[src/rtl/fp_pkg.sv]
// fp_pkg: shared FP formats, rounding modes, flag layout and
// per-format special-value constants used by the rounding back end.
package fp_pkg;

  typedef enum logic [1:0] {
    FP16,
    FP32,
    FP64
  } fp_format_e;

  typedef enum logic [2:0] {
    RNE = 3'b000,
    RTZ = 3'b001,
    RDN = 3'b010,
    RUP = 3'b011,
    RMM = 3'b100
  } roundmode_e;

  typedef struct packed {
    logic nv;
    logic dz;
    logic of;
    logic uf;
    logic nx;
  } fflags_t;

  function automatic int fp_width(fp_format_e f);
    case (f)
      FP16:    return 16;
      FP64:    return 64;
      default: return 32;
    endcase
  endfunction

  function automatic int exp_width(fp_format_e f);
    case (f)
      FP16:    return 5;
      FP64:    return 11;
      default: return 8;
    endcase
  endfunction

  // unsigned magnitude of infinity: exponent all ones, mantissa zero
  function automatic logic [63:0] inf_mag(fp_format_e f);
    int e;
    int m;
    e = exp_width(f);
    m = fp_width(f) - 1 - e;
    return ((64'd1 << e) - 64'd1) << m;
  endfunction

  // largest finite magnitude sits one ulp below infinity
  function automatic logic [63:0] max_finite_mag(fp_format_e f);
    return inf_mag(f) - 64'd1;
  endfunction

endpackage

[src/rtl/fp_round_core.sv]
// fp_round_core: combinational increment decision and the
// apply/overflow/underflow result select for fp_round.
module fp_round_core
  import fp_pkg::*;
#(
  parameter fp_format_e FP_FORMAT = FP32,
  localparam int FP_WIDTH = fp_width(FP_FORMAT),
  localparam int EXP_WIDTH = exp_width(FP_FORMAT),
  localparam int MANT_WIDTH = FP_WIDTH - 1 - EXP_WIDTH
) (
  input  logic [2:0]          dec_mode,
  input  logic                dec_sign,
  input  logic                dec_lsb,
  input  logic [1:0]          dec_rs,
  output logic                dec_inc,
  input  logic [2:0]          app_mode,
  input  logic [FP_WIDTH-1:0] app_val,
  input  logic [1:0]          app_rs,
  input  logic                app_round_en,
  input  logic                app_invalid,
  input  logic [1:0]          app_exp_cout,
  input  logic                app_inc,
  output logic [FP_WIDTH-1:0] app_result,
  output fflags_t             app_flags
);

  localparam logic [FP_WIDTH-2:0] INF_MAG =
    (FP_WIDTH-1)'(inf_mag(FP_FORMAT));
  localparam logic [FP_WIDTH-2:0] MAX_MAG =
    (FP_WIDTH-1)'(max_finite_mag(FP_FORMAT));

  logic                  sign;
  logic [EXP_WIDTH-1:0]  exp_q;
  logic [EXP_WIDTH-1:0]  exp_n;
  logic [MANT_WIDTH-1:0] mant;
  logic [MANT_WIDTH-1:0] mant_n;
  logic                  carry;
  logic                  to_inf;

  // round-up decision; reserved modes fall back to RNE
  always_comb begin
    dec_inc = 1'b0;
    unique case (1'b1)
      dec_mode == RTZ: dec_inc = 1'b0;
      dec_mode == RDN: dec_inc = dec_sign & (|dec_rs);
      dec_mode == RUP: dec_inc = ~dec_sign & (|dec_rs);
      dec_mode == RMM: dec_inc = dec_rs[1];
      default:
        dec_inc = dec_rs[1] & (dec_rs[0] | dec_lsb);
    endcase
  end

  // split fields, add increment, pick INF vs MAX on overflow
  always_comb begin
    sign  = app_val[FP_WIDTH-1];
    exp_q = app_val[FP_WIDTH-2 -: EXP_WIDTH];
    mant  = app_val[MANT_WIDTH-1:0];
    {carry, mant_n} = {1'b0, mant}
                    + {{MANT_WIDTH{1'b0}}, app_inc};
    exp_n = exp_q + {{(EXP_WIDTH-1){1'b0}}, carry};
    to_inf = 1'b1;
    unique case (1'b1)
      app_mode == RTZ: to_inf = 1'b0;
      app_mode == RDN: to_inf = sign;
      app_mode == RUP: to_inf = ~sign;
      default:         to_inf = 1'b1;
    endcase
  end

  // exp_cout underflow wins, then exp_cout overflow, then exp checks
  always_comb begin
    app_result   = app_val;
    app_flags    = '0;
    app_flags.nv = app_invalid;
    if (app_round_en) begin
      if (app_exp_cout[1] ||
          (app_exp_cout == 2'b00 && exp_q == '0)) begin
        app_result   = {sign, {(FP_WIDTH-1){1'b0}}};
        app_flags.uf = 1'b1;
        app_flags.nx = 1'b1;
      end else if (app_exp_cout == 2'b01 ||
                   exp_q == '1 || exp_n == '1) begin
        app_result   = {sign, to_inf ? INF_MAG : MAX_MAG};
        app_flags.of = 1'b1;
        app_flags.nx = 1'b1;
      end else begin
        app_result   = {sign, exp_n, mant_n};
        app_flags.nx = |app_rs;
      end
    end
  end

endmodule

[src/rtl/fp_round.sv]
// fp_round: two-stage valid/ready IEEE-754 rounding back end.
// FP_ROUND_FLAGS_STICKY_EN enables the accumulated fflags register.
module fp_round
  import fp_pkg::*;
#(
  parameter fp_format_e FP_FORMAT = FP32,
  localparam int FP_WIDTH = fp_width(FP_FORMAT),
  localparam int URND_WIDTH = FP_WIDTH + 6
) (
  input  logic                  clk_i,
  input  logic                  rst_i,
  input  logic                  in_valid_i,
  output logic                  in_ready_o,
  input  logic [URND_WIDTH-1:0] urnd_result_i,
  input  logic [2:0]            rnd_mode_i,
  output logic                  out_valid_o,
  input  logic                  out_ready_i,
  output logic [FP_WIDTH-1:0]   result_o,
  output logic [4:0]            fflags_o,
  input  logic                  clr_flags_i,
  output logic [4:0]            fflags_acc_o
);

  typedef struct packed {
    logic [FP_WIDTH-1:0] u_result;
    logic [1:0]          rs;
    logic                round_en;
    logic                invalid;
    logic [1:0]          exp_cout;
  } uround_res_t;

  uround_res_t         urnd;
  uround_res_t         s1_rec;
  logic [2:0]          s1_mode;
  logic                s1_inc;
  logic                s1_valid;
  logic                s2_valid;
  logic [FP_WIDTH-1:0] s2_result;
  fflags_t             s2_flags;
  logic                adv;
  logic                in_inc;
  logic [FP_WIDTH-1:0] app_result;
  fflags_t             app_flags;

  assign urnd        = urnd_result_i;
  assign adv         = ~s2_valid | out_ready_i;
  assign in_ready_o  = adv;
  assign out_valid_o = s2_valid;
  assign result_o    = s2_result;
  assign fflags_o    = s2_flags;

  fp_round_core #(
    .FP_FORMAT (FP_FORMAT)
  ) u_core (
    .dec_mode     (rnd_mode_i),
    .dec_sign     (urnd.u_result[FP_WIDTH-1]),
    .dec_lsb      (urnd.u_result[0]),
    .dec_rs       (urnd.rs),
    .dec_inc      (in_inc),
    .app_mode     (s1_mode),
    .app_val      (s1_rec.u_result),
    .app_rs       (s1_rec.rs),
    .app_round_en (s1_rec.round_en),
    .app_invalid  (s1_rec.invalid),
    .app_exp_cout (s1_rec.exp_cout),
    .app_inc      (s1_inc),
    .app_result   (app_result),
    .app_flags    (app_flags)
  );

  // S1 payload: record, mode and precomputed increment
  always_ff @(posedge clk_i) begin
    if (adv && in_valid_i) begin
      s1_rec  <= urnd;
      s1_mode <= rnd_mode_i;
      s1_inc  <= in_inc;
    end
  end

  // valids and S2 output register shift together on adv
  always_ff @(posedge clk_i) begin
    if (rst_i) begin
      s1_valid  <= 1'b0;
      s2_valid  <= 1'b0;
      s2_result <= '0;
      s2_flags  <= '0;
    end else if (adv) begin
      s1_valid <= in_valid_i;
      s2_valid <= s1_valid;
      if (s1_valid) begin
        s2_result <= app_result;
        s2_flags  <= app_flags;
      end
    end
  end

`ifdef FP_ROUND_FLAGS_STICKY_EN
  logic       hs;
  logic [4:0] acc_q;

  assign hs           = s2_valid & out_ready_i;
  assign fflags_acc_o = acc_q;

  // sticky OR of delivered flags; clear keeps only new flags
  always_ff @(posedge clk_i) begin
    if (rst_i) begin
      acc_q <= '0;
    end else if (clr_flags_i) begin
      acc_q <= hs ? s2_flags : 5'b0;
    end else if (hs) begin
      acc_q <= acc_q | s2_flags;
    end
  end
`else
  logic unused_clr;

  assign unused_clr   = clr_flags_i;
  assign fflags_acc_o = '0;
`endif

endmodule
[config.mk]
export PLATFORM = sky130hd
export DESIGN_NAME = fp_round
export DESIGN_NICKNAME = d
export VERILOG_FILES = /design/src/rtl/fp_pkg.sv /design/src/rtl/fp_round_core.sv /design/src/rtl/fp_round.sv
export SDC_FILE = /design/constraint.sdc
export NUM_CORES = 1
export LEC_CHECK = 0
export ABC_AREA = 0
export CAP_MARGIN = 20
export CORE_MARGIN = 2
export CORE_UTILIZATION = 25
export DETAILED_ROUTE_END_ITERATION = 10
export GPL_ROUTABILITY_DRIVEN = 0
export HOLD_SLACK_MARGIN = 0.05
export PLACE_DENSITY = 0.43
export SYNTH_ARGS = -nofsm -noshare
export SYNTH_HDL_FRONTEND = slang
export SYNTH_SLANG_ARGS = --single-unit
[constraint.sdc]
create_clock -name clk_i -period 3.9 [get_ports clk_i]
set_clock_uncertainty 0.05 [all_clocks]
set_input_delay 1.17 -clock clk_i [delete_from_list [all_inputs] [get_ports clk_i]]
set_output_delay 1.17 -clock clk_i [all_outputs]
set_load 0.02 [all_outputs]
**Word-level counts from Yosys, hierarchy flattened**

Cells that the tools add are included.

- Logic and storage cells: 56
- Register bits after elaboration: 80
- Input port bits: 46
- Output and inout port bits: 44

- Reductions and logical operators: 10
- Add/sub/neg operators: 2
- Mux-type cells: 12
- Equal/unequal tests: 10
- Bitwise operators: 8

Operators with widths:

| kind | number |
|---|---|
| 31-bit two-way mux | 3 |
| 23-bit by 1-bit adder with 24-bit output | 1 |
| 24-bit two-way mux | 1 |
| 8-bit == test (second input constant) | 2 |
| 3-bit by 2-bit == test with 1-bit output (second input constant) | 4 |
| 8-bit by 1-bit adder with 8-bit output | 1 |
| 8-bit logical NOT | 1 |
| 3-bit by 1-bit == test with 1-bit output (second input constant) | 2 |
| 1-bit two-way mux | 5 |
| 1-bit one-hot mux with 4 select lines | 1 |
| 2-bit OR reduction | 2 |
| 1-bit bitwise AND | 3 |
| 3-bit == test (second input constant) | 1 |
| 1-bit logical OR | 3 |
| 3-bit two-way mux | 1 |
| 1-bit inverter | 3 |
| 1-bit one-hot mux with 3 select lines | 1 |
| 2-bit by 1-bit == test with 1-bit output (second input constant) | 1 |
| 1-bit logical AND | 2 |
| 2-bit logical NOT | 1 |
| 1-bit OR | 2 |
| 2-bit AND reduction | 1 |

**Logic depth before layout (Yosys ltp)**

- Depth after elaboration: 7
- Gate-level depth with buffers: 14
- Mapped depth without buffers: 12

**By module**

Synthesis repeated with hierarchy kept, for this count alone.

- Cells, all modules: 452
- Area total of the unflattened synthesis: 4744.6 um^2

By module, submodules not included:

| module | sequential area each (um^2) | cells each | area each (um^2) | times used |
|---|---|---|---|---|
| fp_round | 2042.0 | 225 | 3148.0 | 1 |
| fp_round_core | 0.0 | 227 | 1596.5 | 1 |

**Worst setup path after synthesis**

OpenSTA, ideal clock, no wires.

- Path kind: input to register
- Start: in out_ready_i
- End: reg s1_inc (enable)
- Slack: 0.891 ns
- Data required time: 3.446 ns
- Path buffers: 0
- Stages on the path: 2
- Data arrival time: 2.555 ns
- Path through: nand2b_1 -> and2_1

- Word-level cells in the longest chain between the ends: 2

Ends and longest elaborated chain:

| item | RTL line | text |
|---|---|---|
| start: declaration | fp_round.sv:17 | `input logic out_ready_i,` |
| 1-bit OR | fp_round.sv:46 | `assign adv = ~s2_valid \| out_ready_i;` |
| 1-bit logical AND | fp_round.sv:73 | `if (adv && in_valid_i) begin` |
| end signal: assignment | fp_round.sv:76 | `s1_inc <= in_inc;` |
| end: declaration | fp_round.sv:35 | `logic s1_inc;` |

Every way passes these cells.
A chain may end at the register's enable or synchronous reset.

**Final worst setup path**

- Start: in out_ready_i
- End: out in_ready_o

- Word-level cells in the longest chain between the ends: 1

Ends and longest elaborated chain:

| item | RTL line | text |
|---|---|---|
| 1-bit OR | fp_round.sv:46 |  |
| end: declaration | fp_round.sv:13 | `output logic in_ready_o,` |

Every way passes these cells.

==> impl_results.md <==
* Port Buf Inserts at 82
* Fill count at 1,520
* Setup-failing EPs final at 0
* LEAKAGE at 1.71 nW
* Max-cap violations at 0
* Share of cells above drive strength 1 at 8.03%
* Seq/Total Area, Yosys at 53.3%
* WL final at 10,200 um
* Placed Instances at 633
* DR vias at 3,093
* Crit Path Max Fanout at 2
* Core Region at 0.0150 mm2
* Clock Latency Late Sink at 330 ps
* Crit end category: output pin
* Number of synthesized flops with an enable pin at 42
* Total CTS buffers at 9
* H-tree depth at 3
* Total power at 2.05 mW
* Vias in the first global route at 3,088
* Ports at 90
* Starting Density at 25.2%
* Syn avg cell area at 10.1 um2
* Die width at 127 um
* Grt total ovfl at 0
* Critical path startpoint category: input pin
* Synth area leader: edfxtp_1
* Final critical-path required period at 3550 ps
* Cells after Synth at 377
* Diodes inserted at 0
* Hold Slack at 397 ps
* Synth cell types at 50
* Most common cell on crit path: clkdlybuf4s50_1
* Setup Buffers After CTS at 0
* Area share of the largest cell type after synthesis at 33.3%
* WP data required at 2680 ps
* Register bit total from synthesis at 80
* Unrepaired setup endpoints after global routing: no
* Total track usage at 13.0%
* Setup tns final at 0 ps
* Min-delay src: result_o[24]
* Outcome: finished, final reports clean
* Power per cell area at 405 mW/mm2
* Synth top area cells: edfxtp_1 (33%), dfxtp_1 (20%), a21oi_1 (4.5%), nor2_1 (4.4%), a211oi_1 (4.2%)
* Largest net degree at the start of global routing at 34
* Worst setup margin at 348 ps
* Die footprint at 0.0162 mm2
* Worst Max-Slew Pin Slew at 536 ps
* FFs w/ async S/R, synth at 0%
* Synthesis-to-finish area growth at 33.7%
* Avg WL per Cell at 15.6 um
* Rows at 45
* Crit path largest cell delay at 600 ps
* Non-Filler Instances at 649
* Most common cell in the synthesized netlist: nor2_1
* Max-slew violations at 0
* Syn. warnings at 0
* Worst path slowest cell: clkdlybuf4s50_1
* Fmax at 0.282 GHz
* Pre-CTS setup slack at 354 ps
* Worst Hold Class: flop to flop
* Flop-to-flop setup slack at 600 ps
* Post-synth top flop: edfxtp_1
* Die Y at 127 um
* Clock Sinks at 80
* Clock root cell: clkbuf_16
* Most frequent cells after synthesis: nor2_1 (44), edfxtp_1 (42), dfxtp_1 (38)
* Via density per instance at 4.77
* Worst slew margin at 64.0%
* Tcrit/Tclk final at 91.1%
* Initial antenna violation count at 0
* Reg2reg start: s1_rec[8]
* Pre-antenna DRT Iters at 4
* Final HPWL from detailed placement at 7350 um
* Hold-fix buffer count after cts at 0
* Worst-path clk slew at 60 ps
* Global-route wire length before repair at 16,500 um
* WS Path Type: input pin to output pin
* Nets at 506
* CTS tree: built
* WP data arrival at 2330 ps
* Drt first-iter violations at 235
* Max clock buf depth at 2
* Post_cts resized at 0
* Final Hold Fails at 0
* Peak supply drop at 0.186 mV
* Drc violations at 0
* Routed Antenna Nets at 0
* Crit-path cells: clkdlybuf4s50_1 -> nand2b_1 -> clkdlybuf4s50_1
* Synth Cell Area at 0.00379 mm2
* Crit. Startpoint: out_ready_i
[worst paths after layout]
path	to	cells after the start
setup / recovery	in_ready_o	3
hold / removal	result_o[24]	2
setup reg to reg	result_o[10]	11
hold reg to reg	result_o[24]	2
[per-layer routing]
layer	wire length, um	global-route usage (%)	vias up	share of wire (%)
li1	-	-	1532	-
met5	0	0	-	0
met2	4810	21.4	75	47
met3	388	2.68	10	3.8
met4	149	4.85	0	1.5
met1	4810	17.0	1476	47
[cell usage in the layout, fill, tap and decap left out, types with 4 or more instances in the layout]
cell type / Yosys / layout
clkdlybuf4s50_1: 0 / 82
nor2_1: 44 / 44
edfxtp_1: 42 / 42
dfxtp_1: 38 / 38
a21oi_1: 34 / 34
nand2_1: 24 / 24
o21ai_1: 23 / 22
a211oi_1: 21 / 21
xnor2_1: 17 / 17
nand3_1: 11 / 11
buf_4: 9 / 10
clkbuf_16: 0 / 9
o21ai_0: 8 / 8
nand4_1: 8 / 8
and2_1: 7 / 6
nor2b_1: 6 / 6
a31oi_1: 6 / 6
conb_1: 1 / 6
and3_1: 5 / 5
and4_1: 4 / 4
xor2_1: 4 / 4
nor3_1: 4 / 4
ha_1: 4 / 4
[per-stage QoR]
| stage | cell area (um2) | utilization (%) |
|---|---|---|
| finish | 5070 | 33.7 |
| detailed placement | 4810 | 32.0 |
| CTS | 5070 | 33.7 |
| global route | 5070 | 33.7 |
| global placement | 4810 | 32.0 |
| floorplan | 3810 | - |
[final cells by class]
class                      instances  area, um2  area share [%]
tap                              188        235            4.64
multi-input combinational        270       1630            32.1
timing repair buffer              93        916            18.1
inverter                           2       7.51           0.148
clock buffer                      12        236            4.67
clock inverter                     4       23.8           0.469
sequential                        80       2020            39.9
[sequential cells by signal, indices dropped and copies added, names as in the netlist]
name,flops
s1_inc,1
s1_valid,1
fflags_o,4
s1_rec,38
out_valid_o,1
s1_mode,3
result_o,32
[logic make-up (layout without fill, tap and decap cells)]
| family | after synthesis | after routing | synth area share, % |
|---|---|---|---|
| mux | 1 | 1 | 0.297 |
| compound gates | 114 | 114 | 19.1 |
| simple gates | 124 | 124 | 16.6 |
| xor+xnor | 21 | 21 | 4.85 |
| other cells | 1 | 6 | 0.0989 |
| flops | 80 | 80 | 53.3 |
| fa+ha+maj | 4 | 4 | 1.32 |
| buf+inv | 32 | 111 | 4.39 |
[worst max-delay path, delay by kind of cell]
family | cells | cell delay [ps]
buffers and inverters | 2 | 1050
AND/OR/NAND/NOR | 1 | 110
[report_power, final]
group | total (mW) | switching, mW | internal, mW | leakage [nW]
Sequential | 0.994 | 0.0482 | 0.946 | 0.721
Combinational | 0.302 | 0.159 | 0.143 | 0.870
Clock | 0.754 | 0.325 | 0.428 | 0.120
Power figures use the tool's default switching activity.
